[src/rtl/conv_window_sched_if.sv]
// Handshake bundle between the RX write path, the tap scheduler and cnn_core.
// master is the scheduler side; slave is the RAM/core environment side.
interface conv_window_sched_if #(
    parameter int ADDR_W = 10
);
    logic              frame_clr;
    logic [ADDR_W-1:0] wr_addr;
    logic              core_bsy;
    logic              rd_en;
    logic [ADDR_W-1:0] rd_addr;
    logic              win_strt;
    logic              win_vld;
    logic [3:0]        win_tap;
    logic              win_last;
    logic              busy;
    logic              frame_done;

    modport master (
        input  frame_clr, wr_addr, core_bsy,
        output rd_en, rd_addr, win_strt, win_vld, win_tap, win_last, busy, frame_done
    );

    modport slave (
        output frame_clr, wr_addr, core_bsy,
        input  rd_en, rd_addr, win_strt, win_vld, win_tap, win_last, busy, frame_done
    );
endinterface

[src/rtl/conv_window_sched.sv]
// Walks 3x3 windows over the bit-wide input RAM, issuing 9 tap reads per window
// once the window's bottom-right pixel has been written and the core is idle.
module conv_window_sched #(
    parameter int IMG_W  = 28,
    parameter int IMG_H  = 28,
    parameter int ADDR_W = 10
) (
    input  logic                clk,
    input  logic                rst,
    conv_window_sched_if.master bus
);
    localparam int COL_W = $clog2(IMG_W);
    localparam int ROW_W = $clog2(IMG_H);
    localparam logic [ADDR_W-1:0] ANCHOR_INIT = ADDR_W'(2 * IMG_W + 2);

    typedef enum logic [1:0] {IDLE, TAP, ADV, DONE} state_t;

    state_t            state_q, state_d;
    logic [3:0]        k_q, k_d;
    logic [COL_W-1:0]  col_q, col_d;
    logic [ROW_W-1:0]  row_q, row_d;
    logic [ADDR_W-1:0] anchor_q, anchor_d;
    logic              rd_en_q, rd_en_d;
    logic [ADDR_W-1:0] rd_addr_q, rd_addr_d;
    logic              win_vld_q, win_vld_d;
    logic              win_strt_q, win_strt_d;
    logic              win_last_q, win_last_d;
    logic [3:0]        win_tap_q, win_tap_d;
    logic              frame_done_q, frame_done_d;

    logic [3:0]        tap_sel;
    logic [ADDR_W-1:0] tap_off;
    logic [ADDR_W-1:0] tap_addr;

    // Offset back from the anchor for the tap about to be put on rd_addr.
    always_comb begin
        tap_sel = (state_q == TAP) ? k_q + 4'd1 : 4'd0;
        case (tap_sel)
            4'd0:    tap_off = ADDR_W'(2 * IMG_W + 2);
            4'd1:    tap_off = ADDR_W'(2 * IMG_W + 1);
            4'd2:    tap_off = ADDR_W'(2 * IMG_W);
            4'd3:    tap_off = ADDR_W'(IMG_W + 2);
            4'd4:    tap_off = ADDR_W'(IMG_W + 1);
            4'd5:    tap_off = ADDR_W'(IMG_W);
            4'd6:    tap_off = ADDR_W'(2);
            4'd7:    tap_off = ADDR_W'(1);
            default: tap_off = '0;
        endcase
        tap_addr = anchor_q - tap_off;
    end

    always_comb begin
        state_d      = state_q;
        k_d          = k_q;
        col_d        = col_q;
        row_d        = row_q;
        anchor_d     = anchor_q;
        rd_en_d      = 1'b0;
        rd_addr_d    = '0;
        frame_done_d = 1'b0;
        // RAM data lags the read strobe by one cycle, so the tap tags follow rd_en.
        win_vld_d    = rd_en_q;
        win_strt_d   = rd_en_q && (k_q == 4'd0);
        win_last_d   = rd_en_q && (k_q == 4'd8);
        win_tap_d    = rd_en_q ? k_q : 4'd0;

        case (state_q)
            IDLE: begin
                if ((anchor_q < bus.wr_addr) && !bus.core_bsy) begin
                    state_d   = TAP;
                    k_d       = 4'd0;
                    rd_en_d   = 1'b1;
                    rd_addr_d = tap_addr;
                end
            end
            TAP: begin
                if (k_q == 4'd8) begin
                    state_d = ADV;
                    k_d     = 4'd0;
                end else begin
                    k_d       = k_q + 4'd1;
                    rd_en_d   = 1'b1;
                    rd_addr_d = tap_addr;
                end
            end
            ADV: begin
                state_d = IDLE;
                if (col_q == COL_W'(IMG_W - 3)) begin
                    // Last window of the frame leaves the anchor in range.
                    if (row_q == ROW_W'(IMG_H - 3)) begin
                        state_d      = DONE;
                        frame_done_d = 1'b1;
                    end else begin
                        col_d    = '0;
                        row_d    = row_q + 1'b1;
                        anchor_d = anchor_q + ADDR_W'(3);
                    end
                end else begin
                    col_d    = col_q + 1'b1;
                    anchor_d = anchor_q + ADDR_W'(1);
                end
            end
            DONE: state_d = DONE;
            default: state_d = IDLE;
        endcase

        if (bus.frame_clr) begin
            state_d      = IDLE;
            k_d          = 4'd0;
            col_d        = '0;
            row_d        = '0;
            anchor_d     = ANCHOR_INIT;
            rd_en_d      = 1'b0;
            rd_addr_d    = '0;
            frame_done_d = 1'b0;
            win_vld_d    = 1'b0;
            win_strt_d   = 1'b0;
            win_last_d   = 1'b0;
            win_tap_d    = 4'd0;
        end
    end

    always_ff @(posedge clk) begin
        if (rst) begin
            state_q      <= IDLE;
            k_q          <= 4'd0;
            col_q        <= '0;
            row_q        <= '0;
            anchor_q     <= ANCHOR_INIT;
            rd_en_q      <= 1'b0;
            rd_addr_q    <= '0;
            win_vld_q    <= 1'b0;
            win_strt_q   <= 1'b0;
            win_last_q   <= 1'b0;
            win_tap_q    <= 4'd0;
            frame_done_q <= 1'b0;
        end else begin
            state_q      <= state_d;
            k_q          <= k_d;
            col_q        <= col_d;
            row_q        <= row_d;
            anchor_q     <= anchor_d;
            rd_en_q      <= rd_en_d;
            rd_addr_q    <= rd_addr_d;
            win_vld_q    <= win_vld_d;
            win_strt_q   <= win_strt_d;
            win_last_q   <= win_last_d;
            win_tap_q    <= win_tap_d;
            frame_done_q <= frame_done_d;
        end
    end

    assign bus.rd_en      = rd_en_q;
    assign bus.rd_addr    = rd_addr_q;
    assign bus.win_vld    = win_vld_q;
    assign bus.win_strt   = win_strt_q;
    assign bus.win_last   = win_last_q;
    assign bus.win_tap    = win_tap_q;
    assign bus.frame_done = frame_done_q;
    assign bus.busy       = (state_q == TAP) || (state_q == ADV);
endmodule

[src/flat_wrapper.sv]
// flat-port wrapper written by rule: the top's interface ports become plain ports
module conv_window_sched_flat 
#(
    parameter int IMG_W  = 28,
    parameter int IMG_H  = 28,
    parameter int ADDR_W = 10
)
  (clk, rst, bus_frame_clr, bus_wr_addr, bus_core_bsy, bus_rd_en, bus_rd_addr, bus_win_strt, bus_win_vld, bus_win_tap, bus_win_last, bus_busy, bus_frame_done);
  conv_window_sched_if #(.ADDR_W(ADDR_W)) bus_i ();
  input  logic clk;
  input  logic rst;
  input wire logic [$bits(bus_i.frame_clr)-1:0] bus_frame_clr;
  input wire logic [$bits(bus_i.wr_addr)-1:0] bus_wr_addr;
  input wire logic [$bits(bus_i.core_bsy)-1:0] bus_core_bsy;
  output wire logic [$bits(bus_i.rd_en)-1:0] bus_rd_en;
  output wire logic [$bits(bus_i.rd_addr)-1:0] bus_rd_addr;
  output wire logic [$bits(bus_i.win_strt)-1:0] bus_win_strt;
  output wire logic [$bits(bus_i.win_vld)-1:0] bus_win_vld;
  output wire logic [$bits(bus_i.win_tap)-1:0] bus_win_tap;
  output wire logic [$bits(bus_i.win_last)-1:0] bus_win_last;
  output wire logic [$bits(bus_i.busy)-1:0] bus_busy;
  output wire logic [$bits(bus_i.frame_done)-1:0] bus_frame_done;
  assign bus_i.frame_clr = bus_frame_clr;
  assign bus_i.wr_addr = bus_wr_addr;
  assign bus_i.core_bsy = bus_core_bsy;
  assign bus_rd_en = bus_i.rd_en;
  assign bus_rd_addr = bus_i.rd_addr;
  assign bus_win_strt = bus_i.win_strt;
  assign bus_win_vld = bus_i.win_vld;
  assign bus_win_tap = bus_i.win_tap;
  assign bus_win_last = bus_i.win_last;
  assign bus_busy = bus_i.busy;
  assign bus_frame_done = bus_i.frame_done;
  conv_window_sched #(.IMG_W(IMG_W), .IMG_H(IMG_H), .ADDR_W(ADDR_W)) u_core (.clk(clk), .rst(rst), .bus(bus_i));
endmodule
[config.mk]
export PLATFORM = sky130hd
export DESIGN_NAME = conv_window_sched_flat
export DESIGN_NICKNAME = d
export VERILOG_FILES = /design/src/rtl/conv_window_sched_if.sv /design/src/rtl/conv_window_sched.sv /design/src/flat_wrapper.sv
export SDC_FILE = /design/constraint.sdc
export NUM_CORES = 1
export LEC_CHECK = 0
export BUFFER_PORTS_ARGS = -buffer_cell sky130_fd_sc_hd__clkbuf_2
export CORE_UTILIZATION = 35
export CTS_CLUSTER_SIZE = 16
export DETAILED_ROUTE_END_ITERATION = 6
export GPL_TIMING_DRIVEN = 1
export PLACE_DENSITY = 0.64
export SLEW_MARGIN = 25
export SYNTH_ARGS = -nofsm -noshare
export SYNTH_HDL_FRONTEND = slang
export SYNTH_SLANG_ARGS = --single-unit
[constraint.sdc]
create_clock -name clk -period 4.3 [get_ports clk]
set_clock_uncertainty 0.05 [all_clocks]
set_input_delay 0.43 -clock clk [delete_from_list [all_inputs] [get_ports clk]]
set_output_delay 0.43 -clock clk [all_outputs]
set_load 0.01 [all_outputs]
==> run summary, run 1 <==
CP max-delay cell - ha_1
CP endpoint kind - flip-flop
Min-delay worst type - primary input to flip-flop
Arrival time worst endpoint - 3.71 ns
Routability cong. - 0.7623
Sw frac - 23.45%
Yosys cell types - 42
Nets - 363
Startpoint Class - flip-flop
Vias/cell - 5.058
All-Layer GR Usage - 14.48%
Worst path max stage delay - 0.44 ns
Max Cap Violations - 0
CTS tree - yes
Worst Tran Pin Value - 0.7486 ns
Post-CTS Hold Fix Bufs - 0
Top-area cell type share of the netlist area - 36.00%
Synthesis-to-layout area growth - 15.10%
Postcts setup bufs - 0
Status - complete, no violations
Setup TNS - 0 ns
# resized after CTS - 0
Final wirelength - 4898 µm
Slew margin rel. - 49.76%
Clock latency on the worst-skew pair - 0.30 ns
Drt pass-1 iters - 4
Cell row count - 30
Num ports - 34
Worst path required time - 4.47 ns
Worst Setup Path Type - flip-flop to flip-flop
DR WL/cell - 11.75 µm
Post-synth EDFFs - 0
Gate Count Post-Synth - 288
DRC errors left - 0
CTS max path bufs - 2
Root Buffer Master - clkbuf_8
Global-route wire length before repair - 8645 µm
# clock sinks - 45
Max VDD drop - 0.2134 mV
Count leader, synth - dfxtp_1
Die span in y - 86.56 µm
Register area share after synthesis - 36.00%
Vias post-DR - 2109
Worst-path cell chain - clkinv_1, ha_1, and2_1, xnor2_1, o221ai_1, ha_1, nor2b_1, o31a_1, o31a_1, or4_1, a211oi_1
Grt total ovfl - 0
Setup-failing EPs final - 0
Leak - 1.227 nW
Detailed placement HPWL - 3739 µm
TritonCTS Buffers - 5
Synthesized area - 2502 µm²
H-tree depth - 2
Ant diodes - 0
RSZ-0062 raised after global routing - no
Comb power frac - 9.3%
Die Area - 7492 µm²
Syn Area/Cell - 8.689 µm²
Share of layout cells above drive strength 1 - 14.33%
Number of DRC markers in iteration 0 - 100
Post-route ant nets - 0
Pwr/cell area - 291.0 nW/µm²
PortBufs - 33
Final Hold Fails - 0
Sequential cell fraction of total power - 50.5%
Synth async-reset ratio - 0%
Initial core utilization - 36.63%
Top cells by count, synth - 45 x dfxtp_1, 28 x nor2_1, 27 x ha_1
Period utilization - 82.40%
Clock Power Share - 40.2%
Syn nets - 331
Largest net degree at the start of global routing - 16
Die width - 86.56 µm
Pint - 0.6416 mW
Total power - 0.8382 mW
Area contributors post-synth - dfxtp_1 36%, ha_1 14%, xor2_1 4.6%, nor2_1 4.2%, nand2_1 3.6%
CP max FO - 7
Synthesis-stage register bit count - 45
Reg clk slew, reported paths - 0.09 ns
Core footprint - 6832 µm²
F_max - 0.2822 GHz
Initial antenna violation count - 0
Yosys warns - 0
Layout Utilization - 42.16%
Largest area contributor in the netlist - dfxtp_1
Switching pwr - 0.1966 mW
Vias in the first global route - 1961
Fin. max-slew vios - 0
Synth Flop Type - dfxtp_1
Min Tclk post-route - 3.543 ns
[power by group through the flow]
stage	clock network (mW)	logic, mW	registers [mW]
final	0.337	0.0780	0.424
after global routing	0.360	0.0889	0.425
after detailed placement	0	0.0780	0.434
after global placement	0	0.0769	0.433
after CTS	0.343	0.0782	0.424
after floorplan	0	0.0550	0.435
[layout make-up]
class | instances | area, µm²
fillers | 695 | 3951
multi-input cells | 212 | 1484
flip-flops and latches | 45 | 900.9
repair buffers | 34 | 172.7
well taps | 96 | 120.1
clock buffers | 6 | 82.58
inverters | 22 | 82.58
clock inverters | 2 | 37.54
[layer usage]
metal | track usage [%] | part of all wire (%) | vias up
met3 | 4.000 | 4.1 | 8
met5 | 0 | 0 | -
met4 | 4.242 | 1.5 | 0
met2 | 23.02 | 44 | 37
met1 | 19.20 | 50 | 992
li1 | - | - | 1072
[worst max-delay path: cells and delay by family, from the launching register on]
family,cells,cell delay (ns)
buffers and inverters,1,0.24
AOI/OAI and AO/OA,4,1.11
adders and majority gates,2,0.74
and+or+nand+nor,3,0.78
xor gates and xnor gates,1,0.14
DFF,1,0.42
[kinds of logic (layout without fill, tap and decap cells)]
family	Yosys count	in the layout	share of synthesized area, %
AOI/OAI and AO/OA	50	50	13.75
DFF	45	45	36.00
muxes	4	4	1.600
xor gates and xnor gates	18	18	6.300
adders and majority gates	29	29	15.10
and+or+nand+nor	111	111	22.55
buffers and inverters	31	64	4.700
[cells in the final DEF, fill, tap and decap left out, drive strengths merged, types with 4 or more instances in the layout]
cell type	n
dfxtp	45
clkbuf	39
nor2	28
ha	27
nand2	24
inv	21
nand3	13
xor2	13
o21ai	13
a21oi	12
nand4	10
nor3	6
and3	6
a211oi	6
or3	6
xnor2	5
o21a	5
mux2i	4
[path summary, 6_finish.rpt]
kind	startpoint	to	slack (ns)	depth (start not counted)
worst min-delay path	bus_frame_clr	u_core.anchor_q[3]$_SDFFE_PP1P_	0.43	3
worst min register to register	u_core.k_q[1]$_SDFFE_PP0P_	u_core.k_q[1]$_SDFFE_PP0P_	0.46	2
worst max-delay path	u_core.k_q[0]$_SDFFE_PP0P_	u_core.bus.rd_addr[7]$_SDFF_PP0_	0.76	11
worst max register to register	u_core.k_q[0]$_SDFFE_PP0P_	u_core.bus.rd_addr[7]$_SDFF_PP0_	0.76	11
[flip-flops by register name, indices dropped and copies added (netlist names)]
register,cells
u_core.anchor_q,10
u_core.bus.rd_addr,10
u_core.col_q,5
u_core.row_q,5
u_core.bus.win_tap,4
u_core.k_q,4
u_core.state_q,2
u_core.bus.frame_done,1
u_core.bus.rd_en,1
u_core.bus.win_last,1
u_core.bus.win_strt,1
u_core.bus.win_vld,1
[metrics by stage]
step | setup WS [ns] | hold WS (ns) | std cells | area, µm²
finish | 0.7567 | 0.4305 | 417 | 2880
global placement | 0.9839 | 0.4355 | 409 | 2760
floorplan | 1.102 | 0.4140 | 288 | 2502
global route | 0.5525 | 0.4505 | 417 | 2880
CTS | 0.7836 | 0.4320 | 417 | 2880
detailed placement | 0.8129 | 0.4560 | 409 | 2760
No activity file was read; power rests on OpenSTA's default activity.
==> run 2: changes to the inputs <==
- ABC_AREA: unset -> 1
- clock period: 4.3 -> 3.61 ns (I/O delays scaled with it)
==> run 2 against run 1 <==
Net effect: count of clock-buffer cells in the layout fell by 1; setup slack improved by 0.0098 ns; sequential power rose by 20%; routed wire length rose by 11%; critical path depth rose by 4; final cell count rose by 22%; non-clock buffer count did not move; final area rose by 4.8%; clock power fell by 5%; die area rose by 5.9%; via count rose by 13%; register-to-register slack barely moved.
==> run summary, run 2 <==
Largest net degree at the start of global routing - 16 (unchanged)
Core footprint - 7292 µm² (+6.7%)
Max Cap Violations - 0 (unchanged)
Slew margin rel. - 70.50% (+21 points)
Routability cong. - 0.8282 (+8.6%)
R2R Path End - u_core.bus.rd_addr[8]$_SDFF_PP0_
Die span in y - 89.06 µm (+2.9%)
Root Buffer Master - clkbuf_8
Most frequent cells in the layout - 81 x nand2_1, 55 x nor2_1, 50 x inv_1
Status - complete, no violations
DRC errors left - 0 (unchanged)
Post-route ant nets - 0 (unchanged)
Reg clk slew, reported paths - 0.09 ns (about the same)
Min Tclk post-route - 2.844 ns (-0.6998 ns)
Vias in the first global route - 2203 (+12%)
Register area share after synthesis - 33.96% (-2.0 points)
Count leader, synth - nand2_1
Total power - 0.9537 mW (+14%)
Area contributors post-synth - dfxtp_1 34%, ha_1 13%, nand2_1 11%, nor2_1 7.8%, inv_1 7.1%
Vias/cell - 4.653 (-8.0%)
# resized after CTS - 0 (unchanged)
F_max - 0.3517 GHz (+25%)
Gate Count Post-Synth - 372 (+29%)
Synth async-reset ratio - 0% (unchanged)
Reg2Reg Depth - 15 (+4)
Worst Tran Pin Value - 0.4420 ns (-0.3066 ns)
Detailed placement HPWL - 4305 µm (+15%)
Pwr/cell area - 315.9 nW/µm² (+8.6%)
# clock sinks - 45 (unchanged)
Grt total ovfl - 0 (unchanged)
Yosys warns - 0 (unchanged)
CTS tree - yes
Die width - 89.06 µm (+2.9%)
Share of layout cells above drive strength 1 - 14.60% (+0.27 points)
Hold endpoint - u_core.bus.win_strt$_SDFF_PP0_
Synthesis-to-layout area growth - 13.82%
Setup TNS - 0 ns (unchanged)
Worst hold stages - 1 (-2)
Worst Setup Path Type - flip-flop to flip-flop
Cell row count - 31 (+3.3%)
Fin. max-slew vios - 0 (unchanged)
Reg2reg start - u_core.k_q[0]$_SDFFE_PP0P_
Top-area cell type share of the netlist area - 33.96% (-2.0 points)
Postcts setup bufs - 0 (unchanged)
Syn nets - 415 (+25%)
CP max FO - 7 (unchanged)
Worst path required time - 3.81 ns (-0.66 ns)
Vias post-DR - 2373 (+13%)
CP endpoint kind - flip-flop
Top cells by count, synth - 81 x nand2_1, 55 x nor2_1, 50 x inv_1
Layout filler cell count - 807 (+16%)
Leak - 1.456 nW (+19%)
Syn Area/Cell - 7.130 µm² (-18%)
R2R setup slack - 0.77 ns (about the same)
H-tree depth - 2 (unchanged)
Global-route wire length before repair - 9453 µm (+9.3%)
Ant diodes - 0 (unchanged)
Clock latency on the worst-skew pair - 0.31 ns (about the same)
Initial antenna violation count - 0 (unchanged)
Final wirelength - 5444 µm (+11%)
PortBufs - 33 (unchanged)
Die Area - 7931 µm² (+5.9%)
Yosys cell types - 36 (-14%)
RSZ-0062 raised after global routing - no
Layout Utilization - 41.40% (-0.76 points)
Post-synth EDFFs - 0 (unchanged)
Synth Flop Type - dfxtp_1
DR WL/cell - 10.67 µm (-9.1%)
Number of DRC markers in iteration 0 - 58 (-42%)
Final Hold Fails - 0 (unchanged)
Max VDD drop - 0.1175 mV (-45%)
Post-CTS Hold Fix Bufs - 0 (unchanged)
Hold Path Origin - u_core.k_q[3]$_SDFFE_PP0P_
Arrival time worst endpoint - 3.04 ns (-0.67 ns)
Min-delay worst type - flip-flop to flip-flop
Commonest non-fill, non-tap cell in the layout - nand2_1
Setup-failing EPs final - 0 (unchanged)
Startpoint Class - flip-flop
Num ports - 34 (unchanged)
CTS max path bufs - 2 (unchanged)
Period utilization - 78.77% (-3.6 points)
Synthesized area - 2653 µm² (+6.0%)
Drt pass-1 iters - 4 (unchanged)
All-Layer GR Usage - 15.42% (+0.94 points)
TritonCTS Buffers - 5 (unchanged)
Nets - 453 (+25%)
Largest area contributor in the netlist - dfxtp_1
Synthesis-stage register bit count - 45 (unchanged)
Initial core utilization - 36.38% (-0.25 points)
-- run 2: kinds of logic after synthesis --
logic type | Yosys count | synth area share (%)
AOI/OAI and AO/OA | 42 | 8.679
xor gates and xnor gates | 5 | 1.651
and+or+nand+nor | 195 | 33.21
buffers and inverters | 56 | 8.254
adders and majority gates | 29 | 14.25
DFF | 45 | 33.96
-- run 2: area by class of cell --
class / instances / area, µm² / share of cell area [%]
Timing Repair Buffer: 34 / 172.7 / 5.719
Clock buffer: 5 / 68.82 / 2.279
Sequential cell: 45 / 900.9 / 29.84
Clock inverter: 3 / 21.27 / 0.7045
Tap cell: 99 / 123.9 / 4.103
Inverter: 53 / 198.9 / 6.589
Multi-Input combinational cell: 271 / 1533 / 50.77
-- run 2: worst max-delay path, stage by stage (launching register included) --
cell and delay (ns):
dfxtp_1 0.45, inv_1 0.11, ha_1 0.36, nand2_1 0.10, nand2_1 0.07, o21ai_0 0.11
a211oi_1 0.27, ha_1 0.19, inv_1 0.08, fa_1 0.42, nand3_1 0.09, nand2_1 0.08
nand3_1 0.08, nand3_1 0.08, xor2_1 0.15, nor2_1 0.09
-- run 2: worst max path at each step --
stage	from	to	slack [ns]
after floorplan	u_core.k_q[0]$_SDFFE_PP0P_	u_core.bus.rd_addr[8]$_SDFF_PP0_	1.05
after global placement	u_core.k_q[0]$_SDFFE_PP0P_	u_core.bus.rd_addr[8]$_SDFF_PP0_	0.91
after detailed placement	u_core.k_q[0]$_SDFFE_PP0P_	u_core.bus.rd_addr[8]$_SDFF_PP0_	0.80
after CTS	u_core.k_q[0]$_SDFFE_PP0P_	u_core.bus.rd_addr[8]$_SDFF_PP0_	0.78
after global routing	u_core.k_q[0]$_SDFFE_PP0P_	u_core.bus.rd_addr[8]$_SDFF_PP0_	0.58
final	u_core.k_q[0]$_SDFFE_PP0P_	u_core.bus.rd_addr[8]$_SDFF_PP0_	0.77
-- run 2: per-layer routing --
metal	global-route usage [%]	vias up	part of all wire (%)
li1	-	1276	-
met1	18.23	1050	48
met2	27.41	40	48
met3	3.878	7	3.6
met4	4.906	0	1.2
met5	0	-	0
-- run 2: stage by stage --
stage | cell area [µm²] | hold WS [ns] | instances | worst slack, ns
final | 3019 | 0.4157 | 510 | 0.7665
after global routing | 3019 | 0.4316 | 510 | 0.5751
after CTS | 3019 | 0.4077 | 510 | 0.7766
after detailed placement | 2929 | 0.4003 | 502 | 0.7968
after global placement | 2929 | 0.4091 | 502 | 0.9130
after floorplan | 2653 | 0.3715 | 372 | 1.052
-- run 2: where the power goes --
part	internal (mW)	switching (mW)
registers	0.503	0.00533
clock network	0.137	0.182
logic	0.0482	0.0778
